### config.mk
export PLATFORM = sky130hd
export DESIGN_NAME = video_timing_gen
export DESIGN_NICKNAME = d
export VERILOG_FILES = /design/src/rtl/video_timing_pkg.sv /design/src/rtl/video_timing_gen_delay.sv /design/src/rtl/video_timing_gen.sv
export SDC_FILE = /design/constraint.sdc
export NUM_CORES = 1
export LEC_CHECK = 0
export ABC_AREA = 1
export BUFFER_PORTS_ARGS = -buffer_cell sky130_fd_sc_hd__buf_2
export CAP_MARGIN = 20
export CELL_PAD_IN_SITES_DETAIL_PLACEMENT = 0
export CELL_PAD_IN_SITES_GLOBAL_PLACEMENT = 2
export CORE_MARGIN = 2
export CORE_UTILIZATION = 30
export CTS_BUF_LIST = sky130_fd_sc_hd__clkbuf_8
export CTS_CLUSTER_SIZE = 20
export DETAILED_ROUTE_END_ITERATION = 6
export MAX_ROUTING_LAYER = met4
export PLACE_DENSITY_LB_ADDON = 0.3
export REMOVE_ABC_BUFFERS = 1
export SLEW_MARGIN = 15
export SYNTH_ARGS = -nofsm -noshare
export SYNTH_HDL_FRONTEND = slang
export SYNTH_SLANG_ARGS = --single-unit
### constraint.sdc
create_clock -name i_clk -period 1.6 [get_ports i_clk]
set_input_delay 0.32 -clock i_clk [delete_from_list [all_inputs] [get_ports i_clk]]
set_output_delay 0.32 -clock i_clk [all_outputs]
set_load 0.01 [all_outputs]
### src/rtl/video_timing_pkg.sv
// Timing constants and the per-pixel timing record shared by the video timing generator.
package video_timing_pkg;

    localparam int POS_W = 11;
    localparam int CNT_W = 12;

    // 1920x1080 @ 60 Hz (148.5 MHz)
    localparam int H1080_ACTIVE = 1920;
    localparam int H1080_FP     = 88;
    localparam int H1080_SYNC   = 44;
    localparam int H1080_BP     = 148;
    localparam int V1080_ACTIVE = 1080;
    localparam int V1080_FP     = 4;
    localparam int V1080_SYNC   = 5;
    localparam int V1080_BP     = 36;

    // 1280x720 @ 60 Hz (74.25 MHz)
    localparam int H720_ACTIVE  = 1280;
    localparam int H720_FP      = 110;
    localparam int H720_SYNC    = 40;
    localparam int H720_BP      = 220;
    localparam int V720_ACTIVE  = 720;
    localparam int V720_FP      = 5;
    localparam int V720_SYNC    = 5;
    localparam int V720_BP      = 20;

    // 640x480 @ 60 Hz (25.175 MHz)
    localparam int H480_ACTIVE  = 640;
    localparam int H480_FP      = 16;
    localparam int H480_SYNC    = 96;
    localparam int H480_BP      = 48;
    localparam int V480_ACTIVE  = 480;
    localparam int V480_FP      = 10;
    localparam int V480_SYNC    = 2;
    localparam int V480_BP      = 33;

    typedef struct packed {
        logic             hsyn;
        logic             vsyn;
        logic             de;
        logic [POS_W-1:0] x;
        logic [POS_W-1:0] y;
        logic             frame_start;
    } timing_t;

endpackage

### src/rtl/video_timing_gen_delay.sv
// Clearable shift register; every stage loads i_rst_val on async reset or synchronous clear.
module sync_delay_line #(
    parameter int WIDTH = 8,
    parameter int DEPTH = 2
) (
    input  logic             i_clk,
    input  logic             i_rst_n,
    input  logic             i_clr,
    input  logic [WIDTH-1:0] i_rst_val,
    input  logic [WIDTH-1:0] i_d,
    output logic [WIDTH-1:0] o_q
);

    logic [WIDTH-1:0] stage [DEPTH];

    always_ff @(posedge i_clk or negedge i_rst_n) begin
        if (!i_rst_n) begin
            for (int i = 0; i < DEPTH; i++) stage[i] <= i_rst_val;
        end else if (i_clr) begin
            for (int i = 0; i < DEPTH; i++) stage[i] <= i_rst_val;
        end else begin
            stage[0] <= i_d;
            for (int i = 1; i < DEPTH; i++) stage[i] <= stage[i-1];
        end
    end

    assign o_q = stage[DEPTH-1];

endmodule

### src/rtl/video_timing_gen.sv
// Raster timing source: h/v counters, region decode, and an early pixel request that
// leads the registered sync/de/position outputs by REQ_LEAD cycles.
module video_timing_gen
    import video_timing_pkg::*;
#(
    parameter int   H_ACTIVE = H1080_ACTIVE,
    parameter int   H_FP     = H1080_FP,
    parameter int   H_SYNC   = H1080_SYNC,
    parameter int   H_BP     = H1080_BP,
    parameter int   V_ACTIVE = V1080_ACTIVE,
    parameter int   V_FP     = V1080_FP,
    parameter int   V_SYNC   = V1080_SYNC,
    parameter int   V_BP     = V1080_BP,
    parameter logic HS_POL   = 1'b1,
    parameter logic VS_POL   = 1'b1,
    parameter int   REQ_LEAD = 2
) (
    input  logic             i_clk,
    input  logic             i_rst_n,
    input  logic             i_en,
    output logic             o_hsyn,
    output logic             o_vsyn,
    output logic             o_de,
    output logic [POS_W-1:0] o_x_pos,
    output logic [POS_W-1:0] o_y_pos,
    output logic             o_data_req,
    output logic             o_frame_start
);

    localparam logic [CNT_W-1:0] H_LAST     = CNT_W'(H_SYNC + H_BP + H_ACTIVE + H_FP - 1);
    localparam logic [CNT_W-1:0] H_SYNC_END = CNT_W'(H_SYNC);
    localparam logic [CNT_W-1:0] H_ACT_BEG  = CNT_W'(H_SYNC + H_BP);
    localparam logic [CNT_W-1:0] H_ACT_END  = CNT_W'(H_SYNC + H_BP + H_ACTIVE);
    localparam logic [CNT_W-1:0] V_LAST     = CNT_W'(V_SYNC + V_BP + V_ACTIVE + V_FP - 1);
    localparam logic [CNT_W-1:0] V_SYNC_END = CNT_W'(V_SYNC);
    localparam logic [CNT_W-1:0] V_ACT_BEG  = CNT_W'(V_SYNC + V_BP);
    localparam logic [CNT_W-1:0] V_ACT_END  = CNT_W'(V_SYNC + V_BP + V_ACTIVE);

    localparam timing_t RST_VAL = timing_t'({~HS_POL, ~VS_POL, 1'b0,
                                             {POS_W{1'b0}}, {POS_W{1'b0}}, 1'b0});

    logic [CNT_W-1:0] h_cnt;
    logic [CNT_W-1:0] v_cnt;
    logic             h_act;
    logic             v_act;
    timing_t          dec;
    timing_t          stage0;
    timing_t          dl_q;

    // Counters sit at (0,0) while disabled so the first enabled cycle opens a frame in sync.
    always_ff @(posedge i_clk or negedge i_rst_n) begin
        if (!i_rst_n) begin
            h_cnt <= '0;
            v_cnt <= '0;
        end else if (!i_en) begin
            h_cnt <= '0;
            v_cnt <= '0;
        end else if (h_cnt == H_LAST) begin
            h_cnt <= '0;
            v_cnt <= (v_cnt == V_LAST) ? '0 : v_cnt + 1'b1;
        end else begin
            h_cnt <= h_cnt + 1'b1;
        end
    end

    always_comb begin
        h_act           = (h_cnt >= H_ACT_BEG) && (h_cnt < H_ACT_END);
        v_act           = (v_cnt >= V_ACT_BEG) && (v_cnt < V_ACT_END);
        dec             = RST_VAL;
        dec.hsyn        = (h_cnt < H_SYNC_END) ? HS_POL : ~HS_POL;
        dec.vsyn        = (v_cnt < V_SYNC_END) ? VS_POL : ~VS_POL;
        dec.de          = h_act && v_act;
        dec.frame_start = (h_cnt == H_ACT_BEG) && (v_cnt == V_ACT_BEG);
        if (h_act && v_act) begin
            dec.x = POS_W'(h_cnt - H_ACT_BEG);
            dec.y = POS_W'(v_cnt - V_ACT_BEG);
        end
    end

    always_ff @(posedge i_clk or negedge i_rst_n) begin
        if (!i_rst_n) begin
            stage0 <= RST_VAL;
        end else if (!i_en) begin
            stage0 <= RST_VAL;
        end else begin
            stage0 <= dec;
        end
    end

    // Request taps stage 0; everything else trails it by REQ_LEAD registers.
    sync_delay_line #(
        .WIDTH ($bits(timing_t)),
        .DEPTH (REQ_LEAD)
    ) u_delay (
        .i_clk     (i_clk),
        .i_rst_n   (i_rst_n),
        .i_clr     (~i_en),
        .i_rst_val (RST_VAL),
        .i_d       (stage0),
        .o_q       (dl_q)
    );

    assign o_data_req    = stage0.de;
    assign o_hsyn        = dl_q.hsyn;
    assign o_vsyn        = dl_q.vsyn;
    assign o_de          = dl_q.de;
    assign o_x_pos       = dl_q.x;
    assign o_y_pos       = dl_q.y;
    assign o_frame_start = dl_q.frame_start;

endmodule
# Word-level counts from Yosys, hierarchy flattened
# Index checks and enable logic that the tools add are counted.
dict set report totals {
  register_bits 102
  in_bits 3
  output_inout_bits 27
  wordCells 39
}
dict set report op_classes {
  n_addsub 4
  magnitude_cmp 6
  n_eq_ne 5
  n_mux 10
  reduce_logical 4
}
# op n
set ops {}
lappend ops {{two-way mux 12 bit} 5}
lappend ops {{two-way mux 52 bit} 1}
lappend ops {{two-way mux 26 bit} 1}
lappend ops {{adder 12 x 1 -> 12 bit, second input constant} 2}
lappend ops {{two-way mux 22 bit} 1}
lappend ops {{== test 12 x 11 -> 1 bit, second input constant} 1}
lappend ops {{== test 12 bit, second input constant} 1}
lappend ops {{== test 12 x 6 -> 1 bit, second input constant} 1}
lappend ops {{== test 12 x 8 -> 1 bit, second input constant} 1}
lappend ops {{>= comparator 12 x 6 -> 1 bit, second input constant} 1}
lappend ops {{>= comparator 12 x 8 -> 1 bit, second input constant} 1}
lappend ops {{less-than comparator 12 x 11 -> 1 bit, second input constant} 1}
lappend ops {{less-than comparator 12 bit, second input constant} 1}
lappend ops {{less-than comparator 12 x 3 -> 1 bit, second input constant} 1}
lappend ops {{less-than comparator 12 x 6 -> 1 bit, second input constant} 1}
lappend ops {{subtractor 11 x 6 -> 11 bit, second input constant} 1}
lappend ops {{subtractor 11 x 8 -> 11 bit, second input constant} 1}
lappend ops {{logical AND 1 bit} 4}
lappend ops {{two-way mux 1 bit} 2}
lappend ops {{inequality test 2 x 1 -> 1 bit, second input constant} 1}

# Longest topological paths before layout
dict set report logic_depth {
  word_depth 5
  ltp_mapped 10
  ltp_nobuf 10
}

# Worst setup path after synthesis
# OpenSTA, ideal clock, no wires.
dict set report synth_path {
  path_kind {reg2reg}
  start {reg v_cnt[0]}
  end {reg stage0[13] (netlist bit)}
  setup_ns 0.120
  t_arrival_ns 1.402
  required_ns 1.480
  setup_slack_ns 0.078
  path_stages_with_launch 11
  n_path_buf 1
  period_less_slack_ns 1.522
  cell_sequence {dfrtp_1 -> inv_1 -> ha_1 -> nand2_4 -> nand2_4 -> nor2_2 -> nor2_1 -> nand2_2 -> nand3_2 -> buf_6 -> nor2_2}
}
dict set report synth_between {
  elab_chain_len 5
  word_cells_on_any_way 6
  cone_classes {2 x order compare; 2 x mux; 2 x reduce/logical}
}
# item line
set synth_rtl {}
lappend synth_rtl {{from (decl)} video_timing_gen.sv:43} ;# logic [CNT_W-1:0] v_cnt;
lappend synth_rtl {{from (signal assigned)} video_timing_gen.sv:60} ;# v_cnt <= (v_cnt == V_LAST) ? '0 : v_cnt + 1'b1;
lappend synth_rtl {{>= comparator 12 x 6 -> 1 bit / less-than comparator 12 x 11 -> 1 bit (equally long branches)} video_timing_gen.sv:68} ;# v_act = (v_cnt >= V_ACT_BEG) && (v_cnt < V_ACT_END);
lappend synth_rtl {{logical AND 1 bit (*)} video_timing_gen.sv:68}
lappend synth_rtl {{logical AND 1 bit (*)} video_timing_gen.sv:74} ;# if (h_act && v_act) begin
lappend synth_rtl {{two-way mux 22 bit (*)} video_timing_gen.sv:74}
lappend synth_rtl {{two-way mux 26 bit (*)} video_timing_gen.sv:83} ;# end else if (!i_en) begin
lappend synth_rtl {{to (signal assigned)} video_timing_gen.sv:82} ;# stage0 <= RST_VAL;
lappend synth_rtl {{to (signal assigned)} video_timing_gen.sv:84} ;# stage0 <= RST_VAL;
lappend synth_rtl {{to (signal assigned)} video_timing_gen.sv:86} ;# stage0 <= dec;
lappend synth_rtl {{to (decl)} video_timing_gen.sv:47} ;# timing_t stage0;
# Mark *: on every way between the ends. The rest lies on a longest branch, timed or not.
# A chain may end at the register's enable or synchronous reset.

# Final worst setup path
dict set report layout_path {
  start {reg h_cnt[7]}
  end {reg h_cnt[6]}
}
dict set report layout_between {
  elab_chain_len 3
}
# item line
set layout_rtl {}
lappend layout_rtl {{from (decl)} video_timing_gen.sv:42} ;# logic [CNT_W-1:0] h_cnt;
lappend layout_rtl {{from (signal assigned)} video_timing_gen.sv:62} ;# h_cnt <= h_cnt + 1'b1;
lappend layout_rtl {{== test 12 bit} video_timing_gen.sv:58} ;# end else if (h_cnt == H_LAST) begin
lappend layout_rtl {{two-way mux 12 bit} video_timing_gen.sv:58}
lappend layout_rtl {{two-way mux 12 bit} video_timing_gen.sv:55} ;# end else if (!i_en) begin
# No other way between the ends.

==> out/results.ini <==
[run_status]
run_status = complete, no violations

[clocking]
cts_inserted_buffers = 9
clock_slew_seen_by_the_registers_of_the_worst_setup_and_hold_paths_ps = 100
cts.root.buffer_cell = clkbuf_8
cts_num_sinks = 102
htree_levels = 3
insertion_delay_ps = 380
cts_max_path_buffers = 2
cts_tree = done

[sta]
achievable-frequency_mhz = 650
finalHoldViolations = 0
final-setup-viol-count = 0
min_period_ps = 1540
max_slew_margin = 0.610
timing_worst_slew_pin_value_ps = 585
setup-tns-final_ps = 0
ratio_of_final_minimum_period_to_clock_period = 0.962
max_transition_viols_final = 0
rsz0062_at_grt = yes
final_worst_clock_skew_ps = 9.95
timing.hold.ws_ps = 285
setup_slack_ps = 60.6

[worst_setup_path]
worstSetupStartpointType = register
r2r_cells = 8
r2r-start = h_cnt[7]$_DFF_PN0_
worstSetupPathType = register to register
required_ps = 1910
setup_slack_reg_to_reg_ps = 60
worst_ep_arrival_time_ps = 1850
critPathMaxFanout = 13
crit_path_end_kind = register
r2r-end = h_cnt[6]$_DFF_PN0_

[grt]
grt_overflow = 0
first_pass_grt_wire_length_um = 14600
grtUsageTotal = 0.116
grt_antenna_before_repair = 0
grt_start_max_net_pins = 103
first_global_vias = 2926

[routing]
route.detailed.vias_per_inst = 4.10
remaining_drc_errors = 0
wl_um = 8950
wl_per_cell_um = 11.5
drt_first_pass_iters = 4
detailroute.via_count = 3182
count_of_antenna_violating_nets_left_after_detailed_routing = 0
initialDrtViolationCount = 181

[synthesis]
netlist_instances = 526
synth_sequential_area_ratio = 0.542
yosysWarnings = 0
flip_flop_and_latch_count_after_synthesis = 102
syn-cell-area_um2 = 4710
yosysUniqueCellTypes = 32
synthesis.area_per_instance_um2 = 8.96

[placed_design]
buffer_ports.inserted = 29
preCtsSetupSlack_ps = 16.6
routabilityCongestion = 0.783
hpwlAfterDp_um = 5870

[die]
core-area_um2 = 15300
floorplan.die_area_um2 = 16700
rows = 45
io_pins = 30
dieWidth_um = 129
die_y_um = 129
start_util = 0.309

[power]
finalPower_mw = 4.58
power_density_over_the_cells_nw_per_um2 = 841
peakVddDrop_v = 0.000372
total_leakage_power_nw = 3.12

[worst_hold_path]
hold_path_startpoint = i_en
hold_path_end = h_cnt[10]$_DFF_PN0_
holdPathStages = 3
min_path_type = primary input to register

[layout]
areaGrowthSynthToFinish_pct = 15.6
num_antenna_cells = 0
nets = 574
layout-drive-gt1-share = 0.265

[job]
max_cap_violations = 0

-- worst max-delay path: stages, from the launching register on --
cell,delay (ps)
dfrtp_2,450
buf_4,140
ha_1,180
nand3_1,130
nor2_4,70
a21oi_4,160
buf_12,160
o21ai_0,80
a21oi_1,110
-- cell type report --
| cell class | instances | area [um2] |
|---|---|---|
| flip-flops and latches | 102 | 2560 |
| repair buffers | 62 | 464 |
| well taps | 211 | 264 |
| fillers | 1565 | 9810 |
| clock buffers | 9 | 124 |
| inverters | 90 | 338 |
| multi-input cells | 297 | 1630 |
| clock inverters | 6 | 68.8 |
-- sequential cells by signal, summed over array words and instances, names as in the netlist --
name           cells
o_data_req         1
u_delay.o_q       26
stage0            25
u_delay.stage     26
v_cnt             12
h_cnt             12
-- layout by cell type, fill, tap and decap left out, drive strengths merged, types with 2 or more instances in the layout --
master and instances:
nand3 31, clkbuf 10, clkinv 2, inv 92, nand4 10, nor2 71
xor2 9, ha 9, buf 60, o21ai 18, a21oi 10, dfrtp 102
nor3 6, nand2 127
-- power by group --
group	switching (mW)	leakage (nW)	internal [mW]	total (mW)
combinational	0.199	1.61	0.0982	0.297
clock	0.941	0.0961	0.727	1.67
sequential	0.0164	1.41	2.60	2.61
-- per-stage QoR --
step           instance area (um2)  cells   util
4_1_cts                       5280    770  0.346
2_1_floorplan                 4430    488      -
3_5_place_dp                  5070    754  0.333
6_report                      5440    777  0.357
3_3_place_gp                  5070    754  0.333
5_1_grt                       5440    777  0.357
-- synthesized netlist by cell type --
master / instances / area, um2
nand4_1: 10 / 62.6
nor3_1: 4 / 20.0
nor3_4: 1 / 16.3
a21oi_4: 1 / 16.3
nand3_1: 29 / 145
clkbuf_1: 6 / 22.5
o21ai_1: 4 / 20.0
nor2_4: 4 / 45.0
and3_1: 1 / 6.26
nand2_1: 118 / 443
inv_2: 12 / 45.0
a311oi_1: 1 / 8.76
nand3_2: 2 / 20.0
ha_1: 9 / 113
nor2_2: 24 / 150
xor2_1: 9 / 78.8
buf_4: 24 / 180
nor2_8: 1 / 20.0
buf_2: 2 / 10.0
a21oi_1: 9 / 45.0
nand2_2: 5 / 31.3
nor4_1: 1 / 6.26
dfrtp_1: 102 / 2550
o21ai_0: 14 / 70.1
o21bai_1: 1 / 7.51
nand2_4: 3 / 33.8
nor2_1: 42 / 158
o22ai_1: 1 / 6.26
nor3_2: 1 / 10.0
o21a_1: 1 / 7.51
inv_1: 78 / 293
buf_6: 6 / 67.6
-- what timing repair did --
action | CTS | global route
cloned | 0 | 2
pin swaps | 0 | 6
hold buffers | 1 | 0
setup endpoints to repair | 2 | 35
buffers inserted | 0 | 5
gates resized for setup | 1 | 27
endpoints found under the hold margin | 3 | 0
-- kinds of logic (layout without fill, tap and decap cells) --
| logic type | Yosys count | after routing | synth area share |
|---|---|---|---|
| and+or+nand+nor | 246 | 247 | 0.248 |
| buffers and inverters | 128 | 167 | 0.131 |
| DFF | 102 | 102 | 0.542 |
| AOI/OAI and AO/OA | 32 | 32 | 0.0385 |
| adders and majority gates | 9 | 9 | 0.0239 |
| xor gates and xnor gates | 9 | 9 | 0.0167 |
-- layer usage --
layer | vias up | track usage | share of wire | wire length, um
met5 | - | - | 0 | 0
met3 | 18 | 0.0211 | 0.036 | 321
li1 | 1639 | - | - | -
met1 | 1470 | 0.160 | 0.50 | 4480
met2 | 55 | 0.164 | 0.44 | 3900
met4 | 0 | 0.0582 | 0.028 | 254
-- worst max-delay path by stage --
stage	startpoint	end	slack (ps)
after global routing	h_cnt[7]$_DFF_PN0_	h_cnt[6]$_DFF_PN0_	-30
after CTS	v_cnt[0]$_DFFE_PN0P_	stage0[9]$_DFF_PN0_	30
after global placement	h_cnt[6]$_DFF_PN0_	v_cnt[0]$_DFFE_PN0P_	70
after floorplan	v_cnt[0]$_DFFE_PN0P_	stage0[1]$_DFF_PN0_	-180
final	h_cnt[7]$_DFF_PN0_	h_cnt[6]$_DFF_PN0_	60
after detailed placement	h_cnt[6]$_DFF_PN0_	v_cnt[2]$_DFFE_PN0P_	20
Power figures use the tool's default switching activity.
